===== src/rtl/mov_avr_pkg.sv =====
// Shared definitions for the moving-average / RMS measurement chain.
package mov_avr_pkg;

    localparam int SAMPLE_W = 16;
    localparam int SQ_W     = 31;
    localparam int ROOT_W   = 16;
    localparam int ITER_W   = 4;

    typedef enum logic {
        IDLE,
        CALC
    } rms_state_t;

endpackage


===== src/rtl/isqrt_seq.sv =====
// Restoring bit-serial integer square root: floor(sqrt(radicand)), one result bit per clock, 16 clocks.
module isqrt_seq
    import mov_avr_pkg::*;
(
    input  logic              clk,
    input  logic              rst_n,
    input  logic              start,
    input  logic [SQ_W-1:0]   radicand,
    output logic              busy,
    output logic              done,
    output logic [ROOT_W-1:0] root
);

    rms_state_t        state;
    rms_state_t        state_next;
    logic [ITER_W-1:0] iter;
    logic [SQ_W:0]     rad;
    logic [17:0]       rem;
    logic [ROOT_W-1:0] part;
    logic [19:0]       rem_trial;
    logic [19:0]       trial;
    logic              ge;
    logic [17:0]       rem_next;
    logic [ROOT_W-1:0] part_next;
    logic [ROOT_W-1:0] root_q;
    logic              done_q;

    // One iteration: bring down two radicand bits and try subtracting 4*root+1.
    always_comb begin
        rem_trial = {rem, rad[SQ_W:SQ_W-1]};
        trial     = {2'b00, part, 2'b01};
        ge        = (rem_trial >= trial);
        rem_next  = ge ? 18'(rem_trial - trial) : 18'(rem_trial);
        part_next = {part[ROOT_W-2:0], ge};
    end

    always_comb begin
        state_next = state;
        case (state)
            IDLE:    if (start) state_next = CALC;
            CALC:    if (iter == '0) state_next = IDLE;
            default: state_next = IDLE;
        endcase
    end

    always_ff @(posedge clk or negedge rst_n) begin
        if (!rst_n) begin
            state <= IDLE;
        end else begin
            state <= state_next;
        end
    end

    // Starts are ignored while iterating; the caller flags those as overruns.
    always_ff @(posedge clk or negedge rst_n) begin
        if (!rst_n) begin
            iter   <= '0;
            rad    <= '0;
            rem    <= '0;
            part   <= '0;
            root_q <= '0;
            done_q <= 1'b0;
        end else begin
            done_q <= 1'b0;
            case (state)
                IDLE: begin
                    if (start) begin
                        rad  <= {1'b0, radicand};
                        rem  <= '0;
                        part <= '0;
                        iter <= '1;
                    end
                end
                CALC: begin
                    rad  <= {rad[SQ_W-2:0], 2'b00};
                    rem  <= rem_next;
                    part <= part_next;
                    iter <= iter - 1'b1;
                    if (iter == '0) begin
                        root_q <= part_next;
                        done_q <= 1'b1;
                    end
                end
                default: ;
            endcase
        end
    end

    assign busy = (state == CALC);
    assign done = done_q;
    assign root = root_q;

endmodule


===== src/rtl/ac_rms.sv =====
// Block RMS meter: squares qualified AC samples, sums 2^LOG2_N of them, and takes the root of the mean.
module ac_rms
    import mov_avr_pkg::*;
#(
    parameter int LOG2_N = 10
) (
    input  logic                sys_clk,
    input  logic                sys_rst_n,
    input  logic                clk_en,
    input  logic [SAMPLE_W-1:0] ac_data,
    output logic [ROOT_W-1:0]   rms,
    output logic                rms_valid,
    output logic                busy,
    output logic                overrun
);

    localparam int ACC_W = SQ_W + LOG2_N;

    logic [SQ_W-1:0]   ext;
    logic [SQ_W-1:0]   sq;
    logic              sq_v;
    logic [ACC_W-1:0]  acc;
    logic [LOG2_N-1:0] cnt;
    logic [ACC_W-1:0]  total;
    logic              block_close;
    logic [SQ_W-1:0]   mean;
    logic              eng_busy;

    // Modular 31-bit product of the sign-extended sample equals the true square (at most 2^30).
    assign ext = {{(SQ_W - SAMPLE_W){ac_data[SAMPLE_W-1]}}, ac_data};

    always_ff @(posedge sys_clk or negedge sys_rst_n) begin
        if (!sys_rst_n) begin
            sq   <= '0;
            sq_v <= 1'b0;
        end else begin
            sq   <= ext * ext;
            sq_v <= clk_en;
        end
    end

    assign block_close = sq_v && (cnt == '1);
    assign total       = acc + ACC_W'(sq);
    assign mean        = SQ_W'(total >> LOG2_N);

    // The closing sample is folded into total and the next block starts from zero on the same edge.
    always_ff @(posedge sys_clk or negedge sys_rst_n) begin
        if (!sys_rst_n) begin
            acc <= '0;
            cnt <= '0;
        end else if (sq_v) begin
            if (block_close) begin
                acc <= '0;
                cnt <= '0;
            end else begin
                acc <= total;
                cnt <= cnt + 1'b1;
            end
        end
    end

    always_ff @(posedge sys_clk or negedge sys_rst_n) begin
        if (!sys_rst_n) begin
            overrun <= 1'b0;
        end else if (block_close && eng_busy) begin
            overrun <= 1'b1;
        end
    end

    isqrt_seq u_isqrt (
        .clk      (sys_clk),
        .rst_n    (sys_rst_n),
        .start    (block_close),
        .radicand (mean),
        .busy     (eng_busy),
        .done     (rms_valid),
        .root     (rms)
    );

    assign busy = eng_busy;

endmodule


===== config.mk =====
export PLATFORM = sky130hd
export DESIGN_NAME = ac_rms
export DESIGN_NICKNAME = d
export VERILOG_FILES = /design/src/rtl/mov_avr_pkg.sv /design/src/rtl/isqrt_seq.sv /design/src/rtl/ac_rms.sv
export SDC_FILE = /design/constraint.sdc
export NUM_CORES = 1
export LEC_CHECK = 0
export BUFFER_PORTS_ARGS = -buffer_cell sky130_fd_sc_hd__buf_2
export CAP_MARGIN = 20
export CORE_MARGIN = 2
export CORE_UTILIZATION = 65
export DETAILED_ROUTE_END_ITERATION = 10
export PLACE_DENSITY = 0.88
export SKIP_LAST_GASP = 1
export SYNTH_ARGS = -nofsm -noshare
export SYNTH_HDL_FRONTEND = slang
export SYNTH_HIERARCHICAL = 1
export SYNTH_SLANG_ARGS = --single-unit

===== constraint.sdc =====
create_clock -name sys_clk -period 5.15 [get_ports sys_clk]
set_input_delay 1.545 -clock sys_clk [delete_from_list [all_inputs] [get_ports sys_clk]]
set_output_delay 1.545 -clock sys_clk [all_outputs]
set_load 0.01 [all_outputs]

Yosys cells after proc, flatten, opt, wreduce, memory -nomap -nowiden --
Cells that the tools add are included.
Cells by class: equality and inequality tests 2, shift operators 0, reduce and logical (&&, ||, !) cells 4, multipliers 1, bitwise operators 1, muxes and demuxes 16, add/subtract/negate cells 4, order comparisons 1, divide/modulo/power cells 0
Operator list (number):
- one-hot mux 32 bit (2 select lines) | 1
- adder 41 x 31 -> 41 bit | 1
- two-way mux 41 bit | 1
- two-way mux 18 bit | 2
- one-hot mux 18 bit (2 select lines) | 1
- two-way mux 32 bit | 1
- one-hot mux 16 bit (2 select lines) | 1
- multiplier 16 x 16 -> 31 bit | 1
- greater-or-equal comparator 20 x 18 -> 1 bit | 1
- subtractor 18 bit | 1
- two-way mux 16 bit | 1
- adder 10 x 1 -> 10 bit, second input constant | 1
- == test 10 bit, second input constant | 1
- two-way mux 10 bit | 1
- one-hot mux 4 bit (2 select lines) | 1
- logical NOT 4 bit | 1
- two-way mux 1 bit | 4
- two-way mux 4 bit | 1
- subtractor 4 x 1 -> 4 bit, second input constant | 1
- logical AND 1 bit | 2
- != test 2 bit, second input constant | 1
- one-hot mux 1 bit (2 select lines) | 1
- AND reduction 2 bit | 1
- NOT 1 bit | 1
Word-level totals: bits in writable memories 0, bits of input ports 19, bits in latches 0, logic and storage cells 41, memories 0, ROM bits 0, register bits after elaboration 172, output and inout port bits 19

Depth between registers and ports, before layout --
Gate-level depths: netlist of run 1.
depth after elaboration 4, depth in mapped cells 26, gate-level depth less buffers 24

Hierarchy --
The synthesis of run 1 kept the hierarchy.
By module, submodules not included:
- ac_rms | instances 1, seq. area each 2077.0 µm², area each 13524.2 µm², cells each 1476
- isqrt_seq | instances 1, seq. area each 2202.1 µm², area each 4999.8 µm², cells each 506

Least setup slack after synthesis of run 1 --
No wires, ideal clock.
path type in2reg, start point input port ac_data[15], end point register sq[30], path slack -2.066 ns, arrival time 7.090 ns, stages on the path 19, data required time 5.025 ns, path buffers 2, library setup time 0.125 ns, cell sequence clkbuf_1 > clkbuf_1 > and2_1 > fa_1 > fa_1 > inv_1 > fa_1 > fa_1 > fa_1 > fa_1 > inv_1 > ha_1 > a21o_1 > a21oi_1 > o21ai_0 > a31oi_1 > a21oi_1 > o22ai_1 > xnor2_1
On the way: cells in the longest elaborated chain, start to end 1
Ends and longest elaborated chain:
- start, declared | line ac_rms.sv:10 | input logic [SAMPLE_W-1:0] ac_data,
- multiplier 16 x 16 -> 31 bit | line ac_rms.sv:37 | sq <= ext * ext;
- end signal, assigned | line ac_rms.sv:37
- end, declared | line ac_rms.sv:20 | logic [SQ_W-1:0] sq;
No other way between the ends. A chain may end at the register's enable or synchronous reset.

Worst setup path after layout of run 1 --
start point input port ac_data[15], end point register sq[29]
Same word-level chain as after synthesis.

==> reports/qor.yml, run 1 <==
finish:
  diodes: 0
  fillers: 1584
  area_growth_pct: 18.4
  layout.nets: 2561
  multi_input_area_um2: 13000
  finalInstanceArea_um2: 21900
  regArea_um2: 4280
  drive_above_1_share: 0.229
die:
  start_util: 0.663
  die_h_um: 173
  dieWidth_um: 173
  ios: 38
  fp-row-count: 61
  coreArea_um2: 27900
  dieArea_um2: 29900
setup_path:
  critPathRequiredTime_ns: 5.46
  path_common_cell: "fa_1"
  worst-setup-path-type: "in2reg"
  path_buf_inv: 6
  path_delay_family: "adder cells"
  slowest_stage: "fa_1"
  worst-path-max-fanout: 6
  critPathLaunchType: "input pin"
  end_kind: "register"
  arrival_ns: 7.03
  cp_slowest_stage_delay_ns: 0.59
  path_cells: "buf_4 -> clkinv_4 -> nor2_1 -> xnor2_1 -> ha_1 -> inv_1 -> fa_1 -> inv_2 -> fa_2 -> fa_1 -> fa_1 -> inv_2 -> fa_1 -> inv_2 -> ha_4 -> nand2_4 -> a21oi_4 -> nand4_1 -> o221ai_2 -> o41a_1 -> a21boi_4 -> o21ai_2 -> a41oi_2 -> xnor2_1"
place:
  place_congestion: 0.936
  port_buffers: 37
  hpwlAfterDp_mm: 35.6
  post_dp_cell_area_um2: 20500
detailed_routing:
  final_antenna_net_count: 0
  totalWireLength_mm: 51.5
  routed_via_density: 6.10
  vias: 15600
  drc: 0
  firstDrtPassIters: 6
  drtIter0Drc: 1384
  routedWlPerCell_um: 20.1
cts:
  clk_latency_ns: 0.43
  cts.sinks: 171
  cts_root_buffer: "clkbuf_16"
  clkTransAtPathRegs_ns: 0.06
  h-tree-depth: 4
  cts_hold_buffers: 0
  tritoncts: "yes"
  numCtsBuffers: 17
  cts_buffer_depth: 2
global_routing:
  grt_pass1_wl_mm: 81.3
  grt.met1_usage: 0.379
  antenna_found_initial: 0
  grt_pass1_vias: 17000
  met3_usage: 0.0521
  grt_usage: 0.334
  overflow: 0
  gr-usage-met2: 0.606
  grt_max_degree: 88
  top_usage_layer: "met2"
synthesis:
  yosysSeqAreaShare: 0.231
  synth_top_area_frac: 0.251
  ys_top_cells_by_count: "inv_1, fa_1, dfrtp_1"
  synth.avg_cell_area_um2: 9.35
  yosys_register_bits: 171
  syn_nets: 2368
  ys_types: 84
  ys_top_cells_by_area: "fa_1, dfrtp_1, ha_1, inv_1, nand2_1"
  synth-edff-count: 0
  synthCells: 1982
  synth.largest_area_cell: "fa_1"
  synthFlopType: "dfrtp_1"
  synth_most_common_cell: "inv_1"
  synthArstFlopShare: 1.00
  ys_warn_count: 6
  syn_area_um2: 18500
timing:
  setup_ws_ns: -1.56
  finClkSkew_ns: 0.0101
  period_needed_ns: 6.71
  setup_viol: 23
  rsz0062_at_grt: "yes"
  tightest_slew_ns: 0.785
  fmax_ghz: 0.149
  timing.final.crit_share: 1.30
  finalHoldViolCount: 0
  slew_headroom: 0.476
  drv_slew: 0
run_status:
  violations: "negative setup slack"
  outcome: "finished with violations"
job:
  maxCapViolCount: 0
hold_path:
  min_path_type: "reg2reg"
stage by stage:
| step | TNS, ns | std cells | setup slack (ns) | hold WS (ns) | utilization |
|---|---|---|---|---|---|
| 3_5_place_dp | -37.93 | 2511 | -2.11 | 0.450 | 0.735 |
| 5_1_grt | -27.39 | 2565 | -1.66 | 0.478 | 0.785 |
| 6_report | -24.88 | 2565 | -1.56 | 0.463 | 0.785 |
| 2_1_floorplan | -24.75 | 1982 | -1.61 | 0.446 | - |
| 3_3_place_gp | -33.61 | 2510 | -1.99 | 0.434 | 0.735 |
| 4_1_cts | -22.56 | 2560 | -1.42 | 0.462 | 0.776 |
kinds of logic (layout without fill, tap and decap cells):
logic type	Yosys count	count (layout)	share of synthesized area
multiplexers	48	48	0.0271
buffers and inverters	493	698	0.103
flip-flops	171	171	0.231
adder cells (fa/ha/maj)	367	367	0.342
AO/OA/AOI/OAI	351	351	0.135
AND/OR/NAND/NOR	459	459	0.118
XOR/XNOR	93	93	0.0440
registers in the layout (all words and copies together) (netlist names), 4 cells and up:
name,flops
u_isqrt/iter,4
u_isqrt/part,16
u_isqrt/rem,18
u_isqrt/root,16
u_isqrt/rad,32
cnt,10
sq,30
acc,41
timing repair:
action,CTS,global route
endpoints found under the hold margin,0,0
gates resized for setup,117,64
buffers inserted,18,6
setup endpoints to repair,23,23
pin swaps,78,66
path summary, 6_finish.rpt:
path / startpoint / to / slack (ns) / cells after the start
max: ac_data[15] / sq[29] / -1.56 / 24
min: overrun / overrun / 0.46 / 1
max reg2reg: acc[3] / u_isqrt/rad[25] / 1.99 / 11
min reg2reg: overrun / overrun / 0.46 / 1
max in group asynchronous: sys_rst_n / sq[25] / 3.08 / 2
min in group asynchronous: sys_rst_n / u_isqrt/rem[9] / 1.15 / 1
per-layer routing:
layer | up-vias | part of all wire | wire, µm
met2 | 861 | 0.51 | 26400
met3 | 325 | 0.064 | 3310
li1 | 6729 | - | -
met4 | 0 | 0.067 | 3440
met5 | - | 0 | 0
met1 | 7724 | 0.36 | 18400
worst reg2reg max path: stages (launching register included):
cell and delay [ns]:
dfrtp_1 0.39, ha_1 0.36, nand4_1 0.16, a21o_1 0.20, a21oi_1 0.30, o211ai_1 0.22
a211o_1 0.45, a21oi_4 0.33, nand3_1 0.19, xnor2_1 0.20, mux2i_1 0.10, o21ai_0 0.17
layout by cell type, fill, tap and decap left out, drive strengths merged, types with 9 or more instances in the layout:
cell type  count
a21oi         61
xor2          29
nor2          97
and2          42
mux2          17
buf          243
fa           232
dfrtp        171
and3          11
nand3         51
mux2i         31
ha           135
clkbuf        21
a21o          39
nor3          19
a21boi         9
a31o          12
nand4         15
o21ai         97
xnor2         64
o31ai         24
inv          422
nor2b         18
o21bai         9
a211oi         9
or3           13
o211ai        22
o21a          12
nand2b         9
nand2        170
area by class of cell:
class                      count  share of cell area
tap                          378              0.0216
multi-input combinational   1318               0.592
clock buffer                  21              0.0215
inverter                     424              0.0733
timing repair buffer         243              0.0884
clock inverter                10             0.00742
sequential                   171               0.195
Power of run 1 is not shown: default switching activity piles up to over one toggle a cycle in this logic, so the estimate is an artifact.
==> run 2: changes to the inputs <==
--- a/config.mk
+++ b/config.mk
@@ -8,11 +8,10 @@
 export BUFFER_PORTS_ARGS = -buffer_cell sky130_fd_sc_hd__buf_2
 export CAP_MARGIN = 20
 export CORE_MARGIN = 2
-export CORE_UTILIZATION = 65
+export CORE_UTILIZATION = 30
 export DETAILED_ROUTE_END_ITERATION = 10
-export PLACE_DENSITY = 0.88
+export PLACE_DENSITY = 0.5
 export SKIP_LAST_GASP = 1
 export SYNTH_ARGS = -nofsm -noshare
 export SYNTH_HDL_FRONTEND = slang
-export SYNTH_HIERARCHICAL = 1
 export SYNTH_SLANG_ARGS = --single-unit
==> reports/qor.yml, run 2 <==
run_status:
  outcome: "finished with violations"
  violations: "negative setup slack"
die:
  start_util: 0.302
  coreArea_um2: 60100
  dieWidth_um: 250
  fp-row-count: 90
  ios: 38
  die_h_um: 250
  dieArea_um2: 62500
place:
  post-place-ws_ns: -2.02
  dp.cells: 2912
  port_buffers: 37
  place_congestion: 0.863
  hpwlAfterDp_mm: 33.7
finish:
  diodes: 0
  mostFrequentLayoutCell: "inv_1"
  top_regs: "acc (41), u_isqrt.rad (32), sq (30)"
  final_cell_mix: "inv_1, fa_1, buf_4"
  top_register: "acc"
  drive_above_1_share: 0.226
  area_growth_pct: 22.8
  layout.nets: 2568
  largest_reg_flops: 41
  final_cells: 2974
cts:
  numCtsBuffers: 17
  h-tree-depth: 4
  clk_latency_ns: 0.45
  cts.sinks: 171
  clkTransAtPathRegs_ns: 0.07
  tritoncts: "yes"
  cts_hold_buffers: 0
  cts_buffer_depth: 2
  cts_root_buffer: "clkbuf_16"
detailed_routing:
  drc: 0
  vias: 13500
  routedWlPerCell_um: 14.1
  drtIter0Drc: 574
  routed_via_density: 4.52
  final_antenna_net_count: 0
  firstDrtPassIters: 4
  totalWireLength_mm: 42.0
synthesis:
  ys_types: 73
  synthXorXnorAreaFrac: 0.0477
  synthCells: 1966
  synthArstFlopShare: 1.00
  synth_top_family_by_area: "adder cells"
  ys_top_cells_by_count: "inv_1, fa_1, nand2_1"
  synth.largest_area_cell: "fa_1"
  synth.avg_cell_area_um2: 9.24
  ys_top_cells_by_area: "fa_1, dfrtp_1, ha_1, inv_1, nand2_1"
  yosys_register_bits: 171
  ys_warn_count: 0
  syn_area_um2: 18200
  synthAdderAreaFrac: 0.350
  synth_most_common_cell: "inv_1"
  synth_top_area_frac: 0.252
  synthSimpleGateAreaFrac: 0.118
  synthMuxAreaShare: 0.0282
  yosysSeqAreaShare: 0.236
  synth-edff-count: 0
  synthFlopType: "dfrtp_1"
  synth_compound_area_frac: 0.120
  syn_nets: 2355
timing:
  finalHoldViolCount: 0
  whs_ns: 0.460
  rsz0062_at_grt: "yes"
  setup_viol: 23
  slew_headroom: 0.280
  setup_ws_ns: -1.31
  timing.final.crit_share: 1.25
  tightest_slew_ns: 1.08
  finClkSkew_ns: 0.0120
  drv_slew: 0
  fmax_ghz: 0.155
  period_needed_ns: 6.46
  tns_ns: -20.45
setup_path:
  end_kind: "register"
  arrival_ns: 6.83
  critPathRequiredTime_ns: 5.52
  worst-path-max-fanout: 4
  critPathLaunchType: "input pin"
  worst-setup-path-type: "in2reg"
hold_path:
  min_path_type: "reg2reg"
global_routing:
  grt_max_degree: 88
  grt_pass1_wl_mm: 72.6
  overflow: 0
  grt_pass1_vias: 14700
  grt_usage: 0.140
  antenna_found_initial: 0
job:
  maxCapViolCount: 0
[run 2: cell count changes after synthesis, sizes merged, moves of 10 or more]
cell	change
nor2b	-10
a31oi	+13
o21ai	-26
and2	-13
a21oi	+19
nand2	+21
[run 2: cell type report]
type | instances | area [µm²]
clock buffers | 18 | 439
clock inverters | 14 | 111
fillers | 6084 | 37800
inverters | 414 | 1590
multi-input cells | 1314 | 12800
flip-flops and latches | 171 | 4280
well taps | 782 | 978
repair buffers | 261 | 2130
[run 2: metal layers]
metal / share of wire / wire, µm / vias to the layer above / GRT usage
met5: 0 / 0 / - / 0
met4: 0.011 / 460 / 0 / 0.0275
met3: 0.020 / 857 / 32 / 0.0173
met2: 0.49 / 20500 / 140 / 0.250
met1: 0.48 / 20100 / 6580 / 0.183
li1: - / - / 6704 / -
[run 2: what timing repair did]
| action | in CTS | in global routing |
|---|---|---|
| setup endpoints to repair | 22 | 23 |
| gates resized for setup | 116 | 50 |
| pin swaps | 80 | 62 |
| setup buffers | 17 | 13 |
[run 2: worst paths after layout]
check,cells past startpoint,slack [ns],endpoint,startpoint
worst max-delay path,22,-1.31,sq[30],ac_data[6]
worst min-delay path,1,0.46,overrun,overrun
worst max register to register,11,1.87,u_isqrt.rem[13],u_isqrt.part[0]
worst min register to register,1,0.46,overrun,overrun
max in group asynchronous,2,3.03,overrun,sys_rst_n
min in group asynchronous,1,1.16,u_isqrt.root[12],sys_rst_n
[run 2: cells by family after synthesis]
family                   Yosys count
multiplexers                      49
flip-flops                       171
AND/OR/NAND/NOR                  466
adder cells (fa/ha/maj)          370
buffers and inverters            481
XOR/XNOR                          99
AO/OA/AOI/OAI                    330
[run 2: critical path, cell delays in order]
cell	delay (ns)
buf_12	0.11
and2_4	0.15
fa_1	0.54
inv_2	0.04
fa_1	0.48
fa_1	0.52
inv_2	0.04
fa_1	0.49
fa_1	0.49
inv_1	0.05
fa_1	0.51
inv_2	0.04
ha_4	0.21
a2111o_1	0.41
a21oi_2	0.14
nand2_1	0.08
a31oi_2	0.19
o21bai_2	0.11
a21boi_2	0.16
o211ai_1	0.13
a31oi_2	0.22
xnor2_1	0.15
[run 2: stage by stage]
stage	util	area [µm²]
2_1_floorplan	-	18700
5_1_grt	0.371	22300
3_3_place_gp	0.348	20900
6_report	0.371	22300
3_5_place_dp	0.348	20900
4_1_cts	0.366	22000
Power of run 2 is left out for the same reason.
==> run 3: changes to the inputs <==
--- a/config.mk
+++ b/config.mk
@@ -10,7 +10,7 @@
 export CORE_MARGIN = 2
 export CORE_UTILIZATION = 30
 export DETAILED_ROUTE_END_ITERATION = 10
-export PLACE_DENSITY = 0.5
+export PLACE_DENSITY = 0.4
 export SKIP_LAST_GASP = 1
 export SYNTH_ARGS = -nofsm -noshare
 export SYNTH_HDL_FRONTEND = slang
==> reports/qor.yml, run 3 (synthesis results as in run 2) <==
run_status:
  outcome: "finished with violations"
  violations: "negative setup slack"
global_routing:
  grt_max_degree: 99
  grt_pass1_wl_mm: 74.9
  overflow: 0
  antenna_found_initial: 0
  grt_pass1_vias: 14400
  grt_usage: 0.148
timing:
  finalHoldViolCount: 0
  rsz0062_at_grt: "yes"
  finClkSkew_ns: 0.00730
  whs_ns: 0.451
  setup_ws_ns: -1.29
  fmax_ghz: 0.155
  slew_headroom: 0.432
  timing.final.crit_share: 1.25
  tns_ns: -20.41
  drv_slew: 0
  tightest_slew_ns: 0.852
  period_needed_ns: 6.44
  setup_viol: 22
hold_path:
  min_path_cells: 1
  min-delay-start: "overrun"
  holdPathEnd: "overrun"
  min_path_type: "reg2reg"
finish:
  top_regs: "acc (41), u_isqrt.rad (32), sq (30)"
  diodes: 0
  fillers: 6174
  layout.nets: 2585
  mostFrequentLayoutCell: "inv_1"
  drive_above_1_share: 0.244
  largest_reg_flops: 41
  top_register: "acc"
  final_cell_mix: "inv_1, buf_4, fa_1"
  finalInstanceArea_um2: 22700
  area_growth_pct: 24.8
setup_path:
  rr_startpoint: "acc[14]"
  timing.rr.end: "u_isqrt.rad[23]"
  reg2reg_depth: 10
  end_kind: "register"
  path_common_cell: "fa_1"
  critPathRequiredTime_ns: 5.48
  cp_slowest_stage_delay_ns: 0.57
  path_delay_family: "adder cells"
  critPathLaunchType: "input pin"
  worst-setup-path-type: "in2reg"
  slowest_stage: "fa_1"
  worst-path-max-fanout: 7
  path_buf_inv: 5
  path_cells: "buf_6 -> and2_4 -> fa_1 -> inv_2 -> fa_2 -> inv_2 -> fa_1 -> inv_1 -> fa_1 -> inv_2 -> fa_1 -> fa_1 -> ha_4 -> a21o_1 -> a21oi_2 -> a2bb2oi_2 -> o31ai_4 -> o21ai_2 -> o21ai_2 -> a32oi_2 -> a21oi_2 -> xor2_1"
  arrival_ns: 6.77
  rrSetupSlack_ns: 1.95
cts:
  tritoncts: "yes"
  cts_hold_buffers: 0
  cts_root_buffer: "clkbuf_16"
  clk_latency_ns: 0.44
  cts_buffer_depth: 2
  h-tree-depth: 4
  numCtsBuffers: 17
  cts.sinks: 171
  clkTransAtPathRegs_ns: 0.07
detailed_routing:
  firstDrtPassIters: 5
  totalWireLength_mm: 44.6
  drc: 0
  routedWlPerCell_um: 14.9
  final_antenna_net_count: 0
  vias: 13300
  drtIter0Drc: 575
  routed_via_density: 4.45
place:
  hpwlAfterDp_mm: 35.4
  place_congestion: 0.821
  post_dp_cell_area_um2: 21000
  port_buffers: 37
die:
  ios: 38
  dieWidth_um: 250
  coreArea_um2: 60100
  die_h_um: 250
  start_util: 0.302
  dieArea_um2: 62500
  fp-row-count: 90
job:
  maxCapViolCount: 0
==> run 3: routing by layer <==
| layer | GRT usage | up-vias | share of wire |
|---|---|---|---|
| li1 | - | 6740 | - |
| met1 | 0.197 | 6456 | 0.48 |
| met2 | 0.263 | 101 | 0.49 |
| met3 | 0.0145 | 23 | 0.016 |
| met4 | 0.0284 | 0 | 0.0086 |
| met5 | 0 | - | 0 |
==> run 3: through the flow <==
stage	setup WS (ns)	instances	utilization
after floorplan	-1.45	1966	-
after global placement	-2.02	2924	0.349
after detailed placement	-2.03	2924	0.349
after CTS	-1.30	2975	0.370
after global routing	-1.47	2991	0.377
final	-1.29	2991	0.377
==> run 3: how the worst max path moves through the flow <==
stage	end	start	slack [ns]	cells after the start
2_1_floorplan	sq[30]	ac_data[5]	-1.45	22
5_1_grt	sq[30]	ac_data[15]	-1.47	22
4_1_cts	sq[30]	ac_data[5]	-1.30	22
3_3_place_gp	sq[30]	ac_data[5]	-2.02	24
6_report	sq[29]	ac_data[10]	-1.29	22
3_5_place_dp	sq[30]	ac_data[5]	-2.03	24
==> run 3: repair_timing <==
action,CTS,global route
endpoints found under the setup margin,22,24
pin swaps,111,90
gates cloned,1,0
setup buffers,20,17
gates resized for setup,130,74
==> run 3: layout make-up <==
type	instances	area (µm²)	area share
flip-flops and latches	171	4280	0.189
well taps	782	978	0.0432
multi-input cells	1314	12900	0.569
clock buffers	23	478	0.0211
repair buffers	278	2300	0.101
inverters	414	1590	0.0702
clock inverters	9	136	0.00602
Power of run 3 is left out for the same reason.
